### config.mk
export PLATFORM = sky130hd
export DESIGN_NAME = seg_digit_scroller
export DESIGN_NICKNAME = d
export VERILOG_FILES = /design/src/rtl/seg_pkg.sv /design/src/rtl/seg_hex_font.sv /design/src/rtl/seg_digit_scroller.sv
export SDC_FILE = /design/constraint.sdc
export NUM_CORES = 1
export LEC_CHECK = 0
export CORE_ASPECT_RATIO = 0.75
export CORE_MARGIN = 1
export CORE_UTILIZATION = 37
export CTS_BUF_LIST = sky130_fd_sc_hd__clkbuf_16
export DETAILED_ROUTE_END_ITERATION = 16
export PLACE_DENSITY_LB_ADDON = 0.08
export SETUP_SLACK_MARGIN = 0.3
export SLEW_MARGIN = 10
export SYNTH_ARGS = -nofsm -noshare
export SYNTH_HDL_FRONTEND = slang
export SYNTH_SLANG_ARGS = --single-unit
### constraint.sdc
create_clock -name clk -period 3.2 [get_ports clk]
set_input_delay 0.64 -clock clk [delete_from_list [all_inputs] [get_ports clk]]
set_output_delay 0.64 -clock clk [all_outputs]
set_load 0.03 [all_outputs]
### src/rtl/seg_pkg.sv
`default_nettype none
// ============================================================================
//  Module   : seg_pkg
//  Purpose  : Shared types and constants for the seven-segment output path.
//  Revision : 1.0 - initial release
// ============================================================================
package seg_pkg;

    typedef enum logic [1:0] {
        IDLE = 2'd0,
        SHOW = 2'd1,
        GAP  = 2'd2
    } state_t;

    localparam logic [7:0] SEG_BLANK = 8'h00;
    localparam int         DP_BIT    = 7;

    // Segment order gfedcba, indexed by nibble value
    localparam logic [6:0] c_hex_font [16] = '{
        7'h3F, 7'h06, 7'h5B, 7'h4F, 7'h66, 7'h6D, 7'h7D, 7'h07,
        7'h7F, 7'h6F, 7'h77, 7'h7C, 7'h39, 7'h5E, 7'h79, 7'h71
    };

endpackage
`default_nettype wire

### src/rtl/seg_hex_font.sv
`default_nettype none
// ============================================================================
//  Module   : seg_hex_font
//  Purpose  : Combinational 4-bit nibble to 7-segment (gfedcba) decoder.
//  Revision : 1.0 - initial release
// ============================================================================
module seg_hex_font
    import seg_pkg::*;
(
    input  logic [3:0] i_nibble,
    output logic [6:0] o_segs
);

    assign o_segs = c_hex_font[i_nibble];

endmodule
`default_nettype wire

### src/rtl/seg_digit_scroller.sv
`default_nettype none
// ============================================================================
//  Module   : seg_digit_scroller
//  Purpose  : Scrolls a latched word across one seven-segment display as hex
//             digits, MSD first, with per-digit dwell and blank gap.
//             Optional: SEG_LEADING_ZERO_SUPPRESS_EN skips leading zero digits.
//  Revision : 1.0 - initial release
// ============================================================================
module seg_digit_scroller
    import seg_pkg::*;
#(
    parameter int  DATA_W       = 16,
    parameter int  DWELL_CYCLES = 5000000,
    parameter int  GAP_CYCLES   = 500000,
    parameter int  CNT_W        = 24,
    localparam int NDIG         = DATA_W / 4,
    localparam int IDX_W        = (NDIG > 1) ? $clog2(NDIG) : 1
) (
    input  logic              clk,
    input  logic              reset,
    input  logic              in_valid,
    output logic              in_ready,
    input  logic [DATA_W-1:0] in_data,
    output logic [7:0]        seg_out,
    output logic              busy,
    output logic [IDX_W-1:0]  digit_idx
);

    localparam logic [CNT_W-1:0] c_dwell_last = CNT_W'(DWELL_CYCLES - 1);
    localparam logic [CNT_W-1:0] c_gap_last   = CNT_W'(GAP_CYCLES - 1);
    localparam logic [IDX_W-1:0] c_top_idx    = IDX_W'(NDIG - 1);

    state_t              r_state;
    state_t              w_state_nxt;
    logic [CNT_W-1:0]    r_timer;
    logic [CNT_W-1:0]    w_timer_nxt;
    logic [DATA_W-1:0]   r_data;
    logic [DATA_W-1:0]   w_data_nxt;
    logic [IDX_W-1:0]    r_idx;
    logic [IDX_W-1:0]    w_idx_nxt;
    logic [IDX_W-1:0]    w_start_idx;
    logic [3:0]          w_nibble;
    logic [6:0]          w_font;

    always_comb begin
`ifdef SEG_LEADING_ZERO_SUPPRESS_EN
        // Highest nonzero nibble wins; an all-zero word falls back to index 0
        w_start_idx = '0;
        for (int i = 0; i < NDIG; i++) begin
            if (in_data[4*i +: 4] != 4'h0) begin
                w_start_idx = IDX_W'(i);
            end
        end
`else
        w_start_idx = c_top_idx;
`endif
    end

    always_ff @(posedge clk) begin
        if (reset) begin
            r_state <= IDLE;
            r_timer <= '0;
            r_data  <= '0;
            r_idx   <= '0;
        end else begin
            r_state <= w_state_nxt;
            r_timer <= w_timer_nxt;
            r_data  <= w_data_nxt;
            r_idx   <= w_idx_nxt;
        end
    end

    always_comb begin
        w_state_nxt = r_state;
        w_timer_nxt = r_timer;
        w_data_nxt  = r_data;
        w_idx_nxt   = r_idx;
        case (r_state)
            IDLE: begin
                w_timer_nxt = '0;
                if (in_valid) begin
                    w_data_nxt  = in_data;
                    w_idx_nxt   = w_start_idx;
                    w_state_nxt = SHOW;
                end
            end
            SHOW: begin
                if (r_timer == c_dwell_last) begin
                    w_timer_nxt = '0;
                    if (GAP_CYCLES > 0) begin
                        w_state_nxt = GAP;
                    end else if (r_idx == '0) begin
                        w_state_nxt = IDLE;
                    end else begin
                        w_idx_nxt = r_idx - 1'b1;
                    end
                end else begin
                    w_timer_nxt = r_timer + 1'b1;
                end
            end
            GAP: begin
                if (r_timer == c_gap_last) begin
                    w_timer_nxt = '0;
                    if (r_idx == '0) begin
                        w_state_nxt = IDLE;
                    end else begin
                        w_idx_nxt   = r_idx - 1'b1;
                        w_state_nxt = SHOW;
                    end
                end else begin
                    w_timer_nxt = r_timer + 1'b1;
                end
            end
            default: begin
                w_state_nxt = IDLE;
                w_timer_nxt = '0;
            end
        endcase
    end

    always_comb begin
        w_nibble = 4'h0;
        for (int i = 0; i < NDIG; i++) begin
            if (r_idx == IDX_W'(i)) begin
                w_nibble = r_data[4*i +: 4];
            end
        end
    end

    seg_hex_font u_font (
        .i_nibble (w_nibble),
        .o_segs   (w_font)
    );

    always_comb begin
        seg_out = SEG_BLANK;
        if (r_state == SHOW) begin
            seg_out[6:0]    = w_font;
            seg_out[DP_BIT] = (r_idx == '0);
        end
    end

    assign in_ready  = (r_state == IDLE);
    assign busy      = (r_state != IDLE);
    assign digit_idx = r_idx;

endmodule
`default_nettype wire
# Word-level counts from Yosys, hierarchy flattened
# Memories as Yosys holds them, arrays and structs flattened.
# Cells that the tools add are included.
op_classes:
  n_addsub: 2
  n_lt_le_gt_ge: 1
  n_eq_ne: 11
  n_mux: 19
  n_bitwise: 1
  n_reduce_logical: 7
op_table:
  columns: ["cell", "count"]
  rows:
  - ["24-bit two-way mux", 2]
  - ["24-bit one-hot mux with 2 select lines", 1]
  - ["24-bit by 1-bit adder with 24-bit output, second input constant", 1]
  - ["24-bit by 19-bit equality test with 1-bit output, second input constant", 1]
  - ["24-bit by 23-bit equality test with 1-bit output, second input constant", 1]
  - ["4-bit two-way mux", 4]
  - ["7-bit two-way mux", 2]
  - ["2-bit two-way mux", 6]
  - ["8-bit two-way mux", 1]
  - ["2-bit != test, second input constant", 4]
  - ["2-bit equality test, second input constant", 3]
  - ["2-bit one-hot mux with 3 select lines", 1]
  - ["5-bit >= comparator, second input constant", 1]
  - ["4-bit NOT with 5-bit output", 1]
  - ["2-bit by 1-bit equality test with 1-bit output, second input constant", 2]
  - ["2-bit zero test", 2]
  - ["2-bit one-hot mux with 2 select lines", 1]
  - ["4-bit AND reduction", 1]
  - ["2-bit nonzero test", 2]
  - ["3-bit AND reduction", 1]
  - ["2-bit AND reduction", 1]
  - ["2-bit by 1-bit subtractor with 2-bit output, second input constant", 1]
  - ["1-bit two-way mux", 1]
totals:
  ff_bits: 44
  mem_bits_ro: 112
  inputBits: 19
  output_inout_bits: 12
  wordCells: 46
  mem_count: 1
mem_list:
  columns: ["name", "words", "width", "read_ports", "rd_ports_with_merged_regs", "write_ports", "line", "source"]
  rows:
  - ["(no name shown)", 16, 7, 1, 0, 0, "seg_hex_font.sv:14", "assign o_segs = c_hex_font[i_nibble];"]

# Logic depth before layout (Yosys ltp)
logic_depth:
  ltp_word: 10
  mapped_depth: 10
  depth_no_buf: 10

# Hierarchy
# Synthesis repeated with hierarchy kept, for this count alone.
hier_totals:
  cells_unflattened: 300
  area_unflattened_um2: 2508.7
modules_own_cells:
  columns: ["module", "instances", "cells_per_inst", "area_per_inst_um2", "seq_area_each_um2"]
  rows:
  - ["seg_digit_scroller", 1, 267, 2218.4, 880.8]
  - ["seg_hex_font", 1, 33, 290.3, 0.0]

# Worst setup path before layout
# Ideal clock, no wire load.
synth_path:
  path_kind: "reg-to-output"
  startpoint: "register r_idx[0] (netlist: digit_idx[0])"
  endpoint: "output seg_out[6]"
  arrival_ns: 2.782
  required_time_ns: 2.560
  setup_slack_ns: -0.222
  stages_incl_launch_ff: 11
  n_path_buf: 0
  path_cell_list: "dfxtp_1 inv_1 ha_1 a21oi_1 o21ai_0 a22oi_1 inv_1 ha_1 nand2_1 o21ai_0 a211oi_1"
synth_via:
  elab_chain_len: 10
  word_cells_on_any_way: 13
  classes_between: "eq/ne: 3; mux: 7; bitwise: 1; reduce/logical: 1; memory: 1"
synth_rtl:
  columns: ["element", "line", "source"]
  rows:
  - ["start, declared", "seg_digit_scroller.sv:39", "logic [IDX_W-1:0] r_idx;"]
  - ["start signal, assigned", "seg_digit_scroller.sv:69", "r_idx <= w_idx_nxt;"]
  - ["2-bit zero test", "seg_digit_scroller.sv:124", "if (r_idx == IDX_W'(i)) begin"]
  - ["4-bit two-way mux (3 in a row)", "seg_digit_scroller.sv:124", null]
  - ["4-bit two-way mux *", "seg_digit_scroller.sv:124", null]
  - ["4-bit NOT with 5-bit output (not written as such) *", "seg_hex_font.sv:14", null]
  - ["memory read 16 x 7 bit *", null, null]
  - ["7-bit two-way mux (not written as such) * (2 in a row)", "seg_hex_font.sv:14", null]
  - ["8-bit two-way mux *", "seg_digit_scroller.sv:137", "if (r_state == SHOW) begin"]
  - ["end, declared", "seg_digit_scroller.sv:24", "output logic [7:0] seg_out,"]
# Every way passes the cells marked *; elsewhere a longest branch is shown, timed or not. The select of a mux whose other input is x is not followed.

# Final worst setup path
layout_path:
  startpoint: "register r_idx[1] (netlist: digit_idx[1])"
  endpoint: "output seg_out[6]"
# Same word-level chain as after synthesis.

==> impl_metrics.json <==
{
  "crit_family": "compound AO/OA/AOI/OAI gates",
  "grt_pass1_wl_um": 9520,
  "wl_per_cell_um": 14.1,
  "hold_buffers": 0,
  "cts_tree": "yes",
  "crit_path_max_fanout": 7,
  "cts_root_buffer": "clkbuf_16",
  "drive_gt1_frac": 0.225,
  "cap_violations": 0,
  "grt_max_degree": 25,
  "skew_ns": 0.00354,
  "synth_flop_cell": "dfxtp_1",
  "postSynth.asyncResetShare": 0,
  "diodes": 0,
  "place_congestion": 0.811,
  "drt_iter0_drc": 79,
  "crit_path_frequent_cell": "ha_4",
  "syn_inst": 302,
  "synth_seq_cells": 44,
  "fp.dieW_um": 95.9,
  "rsz0062_at_grt": "yes",
  "crit_path_cell_trace": "inv_4 > ha_4 > nand3b_1 > a211o_4 > buf_6 > ha_4 > nand2_2 > nor2_2 > a211oi_2 > buf_4",
  "synthesis.nets": 336,
  "cp_num_buf_inv": 3,
  "totalWireLength_um": 6080,
  "critPathMaxStageDelay_ns": 0.41,
  "slew_violations": 0,
  "cp.required_ns": 2.56,
  "drc": 0,
  "synth_area_um2": 2450,
  "fin_tns_setup_ns": 0,
  "synth_edf_count": 0,
  "r2r_slack_ns": 1.02,
  "clk_latency_ns": 0.29,
  "startpoint_type": "flip-flop",
  "period_share": 0.907,
  "slew_headroom": 0.608,
  "numPortBuffers": 30,
  "yosysTopAreaCellShare": 0.360,
  "antenna_found_initial": 0,
  "area_delta_synth_final_pct": 36.0,
  "antenna_left": 0,
  "cp.arrival_ns": 2.26,
  "cp_slowest_cell": "a211o_4",
  "outcome": "complete, no violations",
  "nNetsFinal": 384,
  "initial_core_util": 0.386,
  "worst_ir_drop_vdd_mv": 0.270,
  "core_region_area_um2": 6350,
  "fin_area_um2": 3330,
  "path_clk_slew_ns": 0.06,
  "drt-pass1-iter-count": 4,
  "synth_cell_types": 47,
  "cts_made_buffers": 5,
  "grt_pass1_vias": 1844,
  "yosysSeqAreaShare": 0.360,
  "ctsHtreeMaxLevel": 2,
  "period_needed_ns": 2.90,
  "via_per_inst": 5.02,
  "critPathKind": "flip-flop to output port",
  "cts.sinks": 44,
  "synth_commonest_cells": "nand2_1, dfxtp_1, nor2_1",
  "power_density_nw_per_um2": 890,
  "setup_viol_count_final": 0,
  "dieHeight_um": 72.5,
  "ys_warn_count": 0,
  "cts_buffer_depth": 2,
  "place_area_um2": 2840,
  "hold_violations": 0,
  "grt_overflow": 0,
  "synth_area_per_cell_um2": 8.11,
  "synth.area.top_cells": "dfxtp_1, nand2_1, ha_1, xnor2_1, nor2_1",
  "pin_count": 31,
  "num_vias": 2167,
  "post-dp-hpwl_um": 4050,
  "tightestPinTransition_ns": 0.588,
  "track_usage": 0.182,
  "max_freq_mhz": 345,
  "power_leakage_nw": 1.19,
  "floorplan.rows": 25,
  "cp-end-kind": "output port",
  "synth_most_common_cell": "nand2_1",
  "dieArea_um2": 6950,
  "yosys.area.top_type": "dfxtp_1",
  "hold_path_class": "flip-flop to flip-flop"
}
[per-stage QoR]
stage	std cells	hold slack, ns	power [mW]	utilization	setup WS (ns)
2_1_floorplan	302	0.411	1.53	-	0.342
3_3_place_gp	408	0.428	1.89	0.448	0.130
3_5_place_dp	408	0.435	1.89	0.448	0.0771
4_1_cts	424	0.450	2.66	0.495	0.298
5_1_grt	432	0.467	3.15	0.524	0.202
6_report	432	0.445	2.96	0.524	0.298
[logic make-up (layout without fill, tap and decap cells)]
logic type	Yosys count	after routing	share of synthesized area
AO/OA/AOI/OAI	51	51	0.144
XOR/XNOR	22	22	0.0787
adder cells (fa/ha/maj)	15	15	0.0766
buffers and inverters	27	76	0.0511
flip-flops	44	44	0.360
multiplexers	6	6	0.0250
AND/OR/NAND/NOR	137	137	0.265
[metal layers]
layer | track usage | up-vias | share of wire
met5 | 0 | - | 0
met4 | 0.0647 | 0 | 0.013
met3 | 0.0346 | 8 | 0.035
met2 | 0.241 | 34 | 0.40
met1 | 0.286 | 1000 | 0.55
li1 | - | 1125 | -
[worst paths after layout]
check,from,to,depth (start not counted)
worst max register to register,r_timer[0]$_SDFF_PP0_,r_timer[7]$_SDFF_PP0_,6
worst max-delay path,digit_idx[1]$_SDFFE_PP0P_,seg_out[6],10
worst min register to register,r_timer[0]$_SDFF_PP0_,r_timer[0]$_SDFF_PP0_,1
worst min-delay path,r_timer[0]$_SDFF_PP0_,r_timer[0]$_SDFF_PP0_,1
[power breakdown]
group          internal [mW]  total [mW]  switching, mW
clock network          0.367       0.588          0.221
logic                  0.792        1.70          0.910
registers              0.614       0.675         0.0611
total                   1.77        2.96           1.19
[what timing repair did]
action,4_1_cts,5_1_grt
resized for setup,26,31
pin swaps,2,10
setup endpoints to repair,7,7
gates cloned,0,0
buffers inserted,8,8
[final cells by class]
| cell class | instances | area (um^2) |
|---|---|---|
| Clock buffer | 5 | 125 |
| Fill cell | 594 | 3020 |
| Timing Repair Buffer | 51 | 463 |
| Multi-Input combinational cell | 231 | 1640 |
| Tap cell | 81 | 101 |
| Inverter | 17 | 71.3 |
| Clock inverter | 3 | 42.5 |
| Sequential cell | 44 | 888 |
[flip-flops by register name (all words and copies together) (netlist names)]
signal and flops:
r_state 2, digit_idx 2, r_timer 24, r_data 16
[placed cells by master, fill, tap and decap left out, drive strengths merged, types with 2 or more instances in the layout]
cell type      count
nand2             52
dfxtp             44
nor2              35
buf               28
clkdlybuf4s50     23
a21oi             22
xnor2             18
inv               17
ha                15
nand3             11
nor3               8
o21ai              8
and3               7
a211oi             6
mux2i              5
clkbuf             5
and2               4
nor4               4
xor2               4
nand4              3
nor2b              3
a211o              3
nor4b              3
nand3b             2
nor3b              2
o21a               2
o41ai              2
clkinv             2
Power figures use the tool's default switching activity.
